`config.mk`:
```
export PLATFORM = sky130hd
export DESIGN_NAME = start_index_gen
export DESIGN_NICKNAME = d
export VERILOG_FILES = /design/src/rtl/start_pkg.sv /design/src/rtl/start_rom.sv /design/src/rtl/start_index_gen.sv
export SDC_FILE = /design/constraint.sdc
export NUM_CORES = 1
export LEC_CHECK = 0
export BUFFER_PORTS_ARGS = -buffer_cell sky130_fd_sc_hd__buf_2
export CAP_MARGIN = 15
export CORE_UTILIZATION = 52
export DETAILED_ROUTE_END_ITERATION = 12
export GPL_TIMING_DRIVEN = 0
export PLACE_DENSITY = 0.79
export SYNTH_ARGS = -nofsm -noshare
export SYNTH_HDL_FRONTEND = slang
export SYNTH_SLANG_ARGS = --single-unit
export TNS_END_PERCENT = 10
```
`constraint.sdc`:
```
create_clock -name vga_clk -period 2.03 [get_ports vga_clk]
set_input_delay 0.1015 -clock vga_clk [delete_from_list [all_inputs] [get_ports vga_clk]]
set_output_delay 0.1015 -clock vga_clk [all_outputs]
set_load 0.02 [all_outputs]
```
`src/rtl/start_pkg.sv`:
```
// Shared constants and types for the start screen pixel fetch path.
// Holds the image/screen geometry, the ROM shape, the FSM states and the ROM contents.
package start_pkg;

  localparam int IMG_W      = 320;
  localparam int IMG_H      = 240;
  localparam int SCR_W      = 640;
  localparam int SCR_H      = 480;
  localparam int ROM_ADDR_W = 17;
  localparam int ROM_DEPTH  = 76800;

  typedef enum logic {
    WIPE,
    SHOW
  } state_e;

  // Contents of the start image ROM: a 16-colour ramp (addr mod 16).
  // Reads past the last entry return index 0.
  function automatic logic [3:0] rom_word(input logic [ROM_ADDR_W-1:0] a);
    logic [3:0] w;
    w = '0;
    if (a < ROM_ADDR_W'(ROM_DEPTH))
      w = a[3:0];
    return w;
  endfunction

endpackage

```
`src/rtl/start_rom.sv`:
```
// 76800 x 4 start image ROM, synchronous read with one cycle of latency.
// Ports: clk_i clock, addr_i read address, data_o palette index of addr_i one cycle later.
module start_rom
  import start_pkg::*;
(
  input  logic                  clk_i,
  input  logic [ROM_ADDR_W-1:0] addr_i,
  output logic [3:0]            data_o
);

  always_ff @(posedge clk_i) begin
    data_o <= rom_word(addr_i);
  end

endmodule

```
`src/rtl/start_index_gen.sv`:
```
// Start screen pixel fetch: DrawX/DrawY -> ROM address -> palette index, two-cycle pipeline.
// Ports: vga_clk, Reset (async high), DrawX, DrawY, blank in; index, blank_out, wipe_done out.
module start_index_gen
  import start_pkg::*;
#(
  parameter int unsigned WIPE_STEP   = 8,
  parameter int unsigned BLINK_X0    = 224,
  parameter int unsigned BLINK_X1    = 415,
  parameter int unsigned BLINK_Y0    = 352,
  parameter int unsigned BLINK_Y1    = 383,
  parameter int unsigned BLINK_SHIFT = 5,
  parameter logic [3:0]  BG_INDEX    = 4'h0
) (
  input  logic       vga_clk,
  input  logic       Reset,
  input  logic [9:0] DrawX,
  input  logic [9:0] DrawY,
  input  logic       blank,
  output logic [3:0] index,
  output logic       blank_out,
  output logic       wipe_done
);

  state_e     state_q;
  logic [9:0] wipe_line_q;
  logic [5:0] frame_cnt_q;
  logic       wipe_done_q;

  logic       hide_q,  hide_d;
  logic       blank1_q;
  logic [3:0] index_q, index_d;
  logic       blank2_q;

  logic                  tick;
  logic                  in_range;
  logic                  in_blink;
  logic [ROM_ADDR_W-1:0] addr_d;
  logic [3:0]            rom_q;
  logic [10:0]           wipe_sum;
  logic [9:0]            wipe_next;

  assign tick = (DrawX == 10'(SCR_W - 1)) &&
                (DrawY == 10'(SCR_H - 1));

  assign in_range = (DrawX < 10'(SCR_W)) &&
                    (DrawY < 10'(SCR_H));

  assign in_blink = (DrawX >= 10'(BLINK_X0)) &&
                    (DrawX <= 10'(BLINK_X1)) &&
                    (DrawY >= 10'(BLINK_Y0)) &&
                    (DrawY <= 10'(BLINK_Y1));

  // y*320 + x as (y<<8)+(y<<6)+x; forced to 0 offscreen so
  // the ROM never sees an address past its last entry.
  always_comb begin
    addr_d = '0;
    if (in_range)
      addr_d = (ROM_ADDR_W'(DrawY[9:1]) << 8) +
               (ROM_ADDR_W'(DrawY[9:1]) << 6) +
                ROM_ADDR_W'(DrawX[9:1]);
  end

  always_comb begin
    hide_d = !in_range || !blank;
    if (state_q == WIPE && DrawY >= wipe_line_q)
      hide_d = 1'b1;
    if (state_q == SHOW && frame_cnt_q[BLINK_SHIFT] && in_blink)
      hide_d = 1'b1;
  end

  // Saturate so a large step can never wrap back on screen.
  assign wipe_sum  = {1'b0, wipe_line_q} + 11'(WIPE_STEP);
  assign wipe_next = wipe_sum[10] ? 10'h3FF : wipe_sum[9:0];

  always_ff @(posedge vga_clk or posedge Reset) begin
    if (Reset) begin
      state_q     <= WIPE;
      wipe_line_q <= '0;
      frame_cnt_q <= '0;
      wipe_done_q <= 1'b0;
    end else if (tick) begin
      case (state_q)
        WIPE: begin
          wipe_line_q <= wipe_next;
          if (wipe_next >= 10'(SCR_H)) begin
            state_q     <= SHOW;
            wipe_done_q <= 1'b1;
          end
        end
        SHOW: frame_cnt_q <= frame_cnt_q + 6'd1;
        default: state_q <= WIPE;
      endcase
    end
  end

  // Stage 1: the ROM's own address register plus hide/blank.
  start_rom u_rom (
    .clk_i  (vga_clk),
    .addr_i (addr_d),
    .data_o (rom_q)
  );

  always_ff @(posedge vga_clk or posedge Reset) begin
    if (Reset) begin
      hide_q   <= 1'b0;
      blank1_q <= 1'b0;
    end else begin
      hide_q   <= hide_d;
      blank1_q <= blank;
    end
  end

  // rom_q has no reset, so a cleared blank1_q also masks it.
  assign index_d = (hide_q || !blank1_q) ? BG_INDEX : rom_q;

  // Stage 2
  always_ff @(posedge vga_clk or posedge Reset) begin
    if (Reset) begin
      index_q  <= BG_INDEX;
      blank2_q <= 1'b0;
    end else begin
      index_q  <= index_d;
      blank2_q <= blank1_q;
    end
  end

  assign index     = index_q;
  assign blank_out = blank2_q;
  assign wipe_done = wipe_done_q;

endmodule

```
# Word level (Yosys, flattened, before mapping)
# Index checks and enable logic that the tools add are counted.
op_classes:
  n_reduce_logical: 16
  bitwise_logic: 1
  order_cmp: 9
  n_mux: 7
  n_addsub: 4
  n_eq_ne: 2
ops:
  columns: ["operator", "n"]
  rows:
  - ["greater-or-equal comparator 10 x 9 -> 1 bit (second input constant)", 2]
  - ["<= comparator 10 x 9 -> 1 bit (second input constant)", 2]
  - ["adder 17 x 15 -> 17 bit", 1]
  - ["adder 17 x 9 -> 17 bit", 1]
  - ["less-than comparator 17 bit (second input constant)", 1]
  - ["2-to-1 mux 17 bit", 1]
  - ["adder 10 x 4 -> 11 bit (second input constant)", 1]
  - ["equality test 10 bit (second input constant)", 1]
  - ["equality test 10 x 9 -> 1 bit (second input constant)", 1]
  - ["greater-or-equal comparator 10 bit", 1]
  - ["greater-or-equal comparator 10 x 8 -> 1 bit (second input constant)", 1]
  - ["less-than comparator 10 bit (second input constant)", 1]
  - ["less-than comparator 10 x 9 -> 1 bit (second input constant)", 1]
  - ["2-to-1 mux 10 bit", 1]
  - ["logical AND 1 bit", 8]
  - ["adder 6 x 1 -> 6 bit (second input constant)", 1]
  - ["2-to-1 mux 1 bit", 4]
  - ["2-to-1 mux 4 bit", 1]
  - ["AND reduction 2 bit", 2]
  - ["logical NOT 1 bit", 3]
  - ["AND reduction 3 bit", 1]
  - ["logical OR 1 bit", 2]
  - ["NOT 1 bit", 1]
totals:
  ff_bits: 29
  word_cells: 48
  input_bits: 23
  output_inout_bits: 6

# Depth between registers and ports, before layout
logic_depth:
  ltp_word: 6
  ltp_mapped: 9
  mapped_depth_nobuf: 9

# Hierarchy
# Synthesis repeated with hierarchy kept, for this count alone.
hier_totals:
  cells_unflattened: 233
  hier_area_um2: 2235.9
modules_own_cells:
  columns: ["mod", "area_each_um2", "cells_each", "instances", "seq_area_each_um2"]
  rows:
  - ["start_index_gen", 2090.8, 219, 1, 625.6]
  - ["start_rom", 145.1, 14, 1, 80.1]

# Worst setup path after synthesis
# OpenSTA, ideal clock, no wires.
synth_timing:
  path_type: "input port to flip-flop"
  startpoint: "input port DrawX[9]"
  endpoint: "register u_rom.data_o[0]"
  t_required_ps: 1889
  n_path_buf: 0
  setup_time_ps: 141
  slack_ps: 11
  arrival_time_ps: 1878
  path_stages: 9
  path_cell_list: "inv_1 -> fa_1 -> inv_1 -> ha_1 -> nand4_2 -> a211oi_1 -> nor3_1 -> a211oi_2 -> o32ai_1"
synth_via:
  elab_chain_cells: 4
  word_cells_on_any_way: 5
  classes_between: "add/sub: 1; order compare: 2; mux: 1; reduce/logical: 1"
synth_rtl:
  columns: ["element", "line", "text"]
  rows:
  - ["start, declared", "start_index_gen.sv:16", "input logic [9:0] DrawX,"]
  - ["branches (longest 2 deep; another with adder 17 x 9 -> 17 bit)", null, null]
  - ["2-to-1 mux 17 bit *", "start_index_gen.sv:57", "if (in_range)"]
  - ["less-than comparator 17 bit", "start_pkg.sv:22", "if (a < ROM_ADDR_W'(ROM_DEPTH))"]
  - ["end signal, assigned", "start_rom.sv:12", "data_o <= rom_word(addr_i);"]
  - ["end, declared", "start_rom.sv:8", "output logic [3:0] data_o"]
# Mark *: on every way between the ends.
# A chain may end at the register's enable or synchronous reset.

# Worst setup path after layout
layout_timing:
  startpoint: "input port DrawX[9]"
  endpoint: "register u_rom.data_o[1]"
# The elaborated chain is that of the path after synthesis.

==> impl_results.md <==
* Cell Pwr Density at 621 mW/mm2
* Post-synth cell types at 56
* TritonCTS clock tree: done
* Crit path time final at 1980 ps
* Clock transition at path regs at 60 ps
* Synth Flop Type: dfrtp_1
* Flops & latches, synth at 29
* Worst hold path class: in -> async
* Net Count, Synth at 278
* ANT nets after route at 0
* Avg WL per Cell at 15.2 um
* Fin area at 0.00252 mm2
* Clk_skew at 4.77 ps
* RSZ-0062 raised after global routing: true
* Total grt overflow at 0
* I/O Buffers at 28
* Worst skew pair latency at 280 ps
* DRT iter0 DRCs at 90
* Synth top area share at 29.6%
* Routed wl met3 at 283 um
* Leakage at 0.00122 uW
* Clock sinks at 29
* Most frequent cell after synthesis: ha_1
* Outcome: finished, final reports clean
* Register area at 707 um2
* Detailed Route WL at 4750 um
* Mean area per synthesized cell at 9.30 um2
* Top Metal Used: met4
* DP HPWL at 3430 um
* Leading area contributor after synthesis: dfrtp_1
* Crit share post-route at 97.4%
* Critical Path End: u_rom.data_o[1]$_SDFF_PP0_
* Slew Limit Headroom at 37.6%
* Ys Warns at 0
* CP arrival at 2170 ps
* Synth Instances at 227
* Synth top area cells: dfrtp_1 30%, ha_1 16%, inv_1 4.6%
* Critical Path RT at 2220 ps
* Area Growth Syn to Fin at 19.3%
* # fillers at 284
* DRC at 0
* Worst Tran Pin Value at 935 ps
* Maximum fanout along the worst path at 4
* R2r startpoint: wipe_line_q[3]$_DFFE_PP0P_
* Number of synthesized flops with an enable pin at 0
* DIE AREA at 0.00432 mm2
* Reg2Reg Setup Slack at 230 ps
* CTS Root Buffer Type: clkbuf_8
* Vias at 1806
* Met2 wire length at 2260 um
* Fmax at 506 MHz
* Endpoints failing hold at 0
* Multi-input combinational cell area at 0.00135 mm2
* Layout Nets at 315
* Asr flop ratio synth at 86.2%
* Worst vdd ir at 0.290 mV
* CTS Buffer Depth at 2
* IO Count at 29
* Antenna cells at 0
* Layout cells sized above 1 at 24.9%
* M1 WL at 2030 um
* Core area at 0.00377 mm2
* Mapped cell area at 0.00211 mm2
* Max-cap violations at 0
* Seq/Total Area, Yosys at 33.4%
* Die H at 65.7 um
* Initial Utilization at 56.0%
* Final setup vio count at 0
* First-pass GRT wire length at 7690 um
* Vias in the first global route at 1727
* Cell Area, Placed at 0.00231 mm2
* Die extent in x at 65.7 um
* Worst r2r path cells at 6
* Sum of negative setup slack at 0 ps
* Vias per Instance at 5.77
* Endpoint class of the critical path: register
* Final GP Congestion at 0.942
* Largest net degree at the start of global routing at 26
* CTS buffer count at 5
* Pre-antenna DRT Iters at 4
* Post-synth top cells: 27 x ha_1, 26 x inv_1, 25 x dfrtp_1
* Num rows at 22
* Gr usage total at 23.7%
* Critical path origin: DrawX[9]
* Slew Limit Fails at 0
* Setup WS post-layout at 52.9 ps
* Startpoint types: primary input
* Type of the worst setup path: in -> reg
* Initial antenna violation count at 0
* Reg-to-reg endpoint: wipe_done$_DFFE_PP0P_
* H-Tree Depth at 2
* Pre-CTS WS at -406 ps
area by class of cell:
type,count,share of cell area [%]
multi-input combinational,168,53.6
sequential,29,28.1
timing repair buffer,30,6.36
inverter,26,3.87
clock buffer,7,3.43
tap,48,2.38
clock inverter,1,1.19
buffer,4,1.09
metrics by stage:
step / power, uW / hold slack, ps / utilization (%) / instances
floorplan: 815 / 129 / - / 227
global placement: 891 / 240 / 61.3 / 303
detailed placement: 898 / 233 / 61.3 / 303
CTS: 1530 / 55.2 / 65.1 / 312
global route: 1650 / 85.1 / 66.8 / 313
finish: 1560 / 23.9 / 66.8 / 313
critical path, stage by stage:
cell and delay, ps:
buf_2 100, inv_1 60, fa_1 540, inv_2 60
ha_4 270, nand4_4 110, a211oi_2 310, o21a_1 160
a211oi_2 30, buf_4 160, o32ai_1 260
metal layers:
layer  track usage [%]  vias to the layer above
li1                  -                      894
met1              29.4                      836
met2              37.9                       57
met3              5.38                       19
met4              12.2                        0
met5                 0                        -
repair_timing:
action | 4_1_cts | 5_1_grt
gates resized for setup | 3 | 13
endpoints found under the setup margin | 4 | 5
gates cloned | 0 | 0
hold endpoints to repair | 1 | 0
buffers inserted | 0 | 1
pin swaps | 1 | 4
hold buffers | 1 | 0
state kept, by name, indices dropped and copies added (netlist names):
register      cells
frame_cnt_q       6
blank_out         1
hide_q            1
blank1_q          1
wipe_done         1
u_rom.data_o      4
state_q           1
index             4
wipe_line_q      10
layout by cell type, fill, tap and decap left out, drive strengths merged, types with 6 or more instances in the layout:
cell / count
a21oi: 11
buf: 32
clkbuf: 8
dfrtp: 25
ha: 27
inv: 26
nand2: 22
nor2: 13
nor3: 11
o21ai: 11
xnor2: 6
worst min-delay path by stage:
stage | startpoint | end
floorplan | Reset | blank1_q$_DFF_PP0_
detailed placement | blank | blank1_q$_DFF_PP0_
finish | Reset | wipe_line_q[7]$_DFFE_PP0P_
CTS | Reset | wipe_line_q[2]$_DFFE_PP0P_
global route | DrawX[3] | u_rom.data_o[2]$_SDFF_PP0_
global placement | blank | blank1_q$_DFF_PP0_
cells by family after synthesis:
logic type                 after synthesis  synth area share [%]
DFF                                     29                  33.4
buffers and inverters                   30                  5.93
muxes                                    4                  2.02
adders and majority gates               28                  17.0
xor gates and xnor gates                 7                  2.90
and+or+nand+nor                         75                  18.9
AOI/OAI and AO/OA                       54                  19.9
where the power goes:
group | total [uW] | switching (uW) | leakage (uW) | internal, uW
Sequential | 591 | 2.74 | 0.000345 | 589
Clock | 618 | 219 | 0.0000585 | 399
Combinational | 355 | 207 | 0.000818 | 148
Total | 1560 | 429 | 0.00122 | 1140
Power figures use the tool's default switching activity.
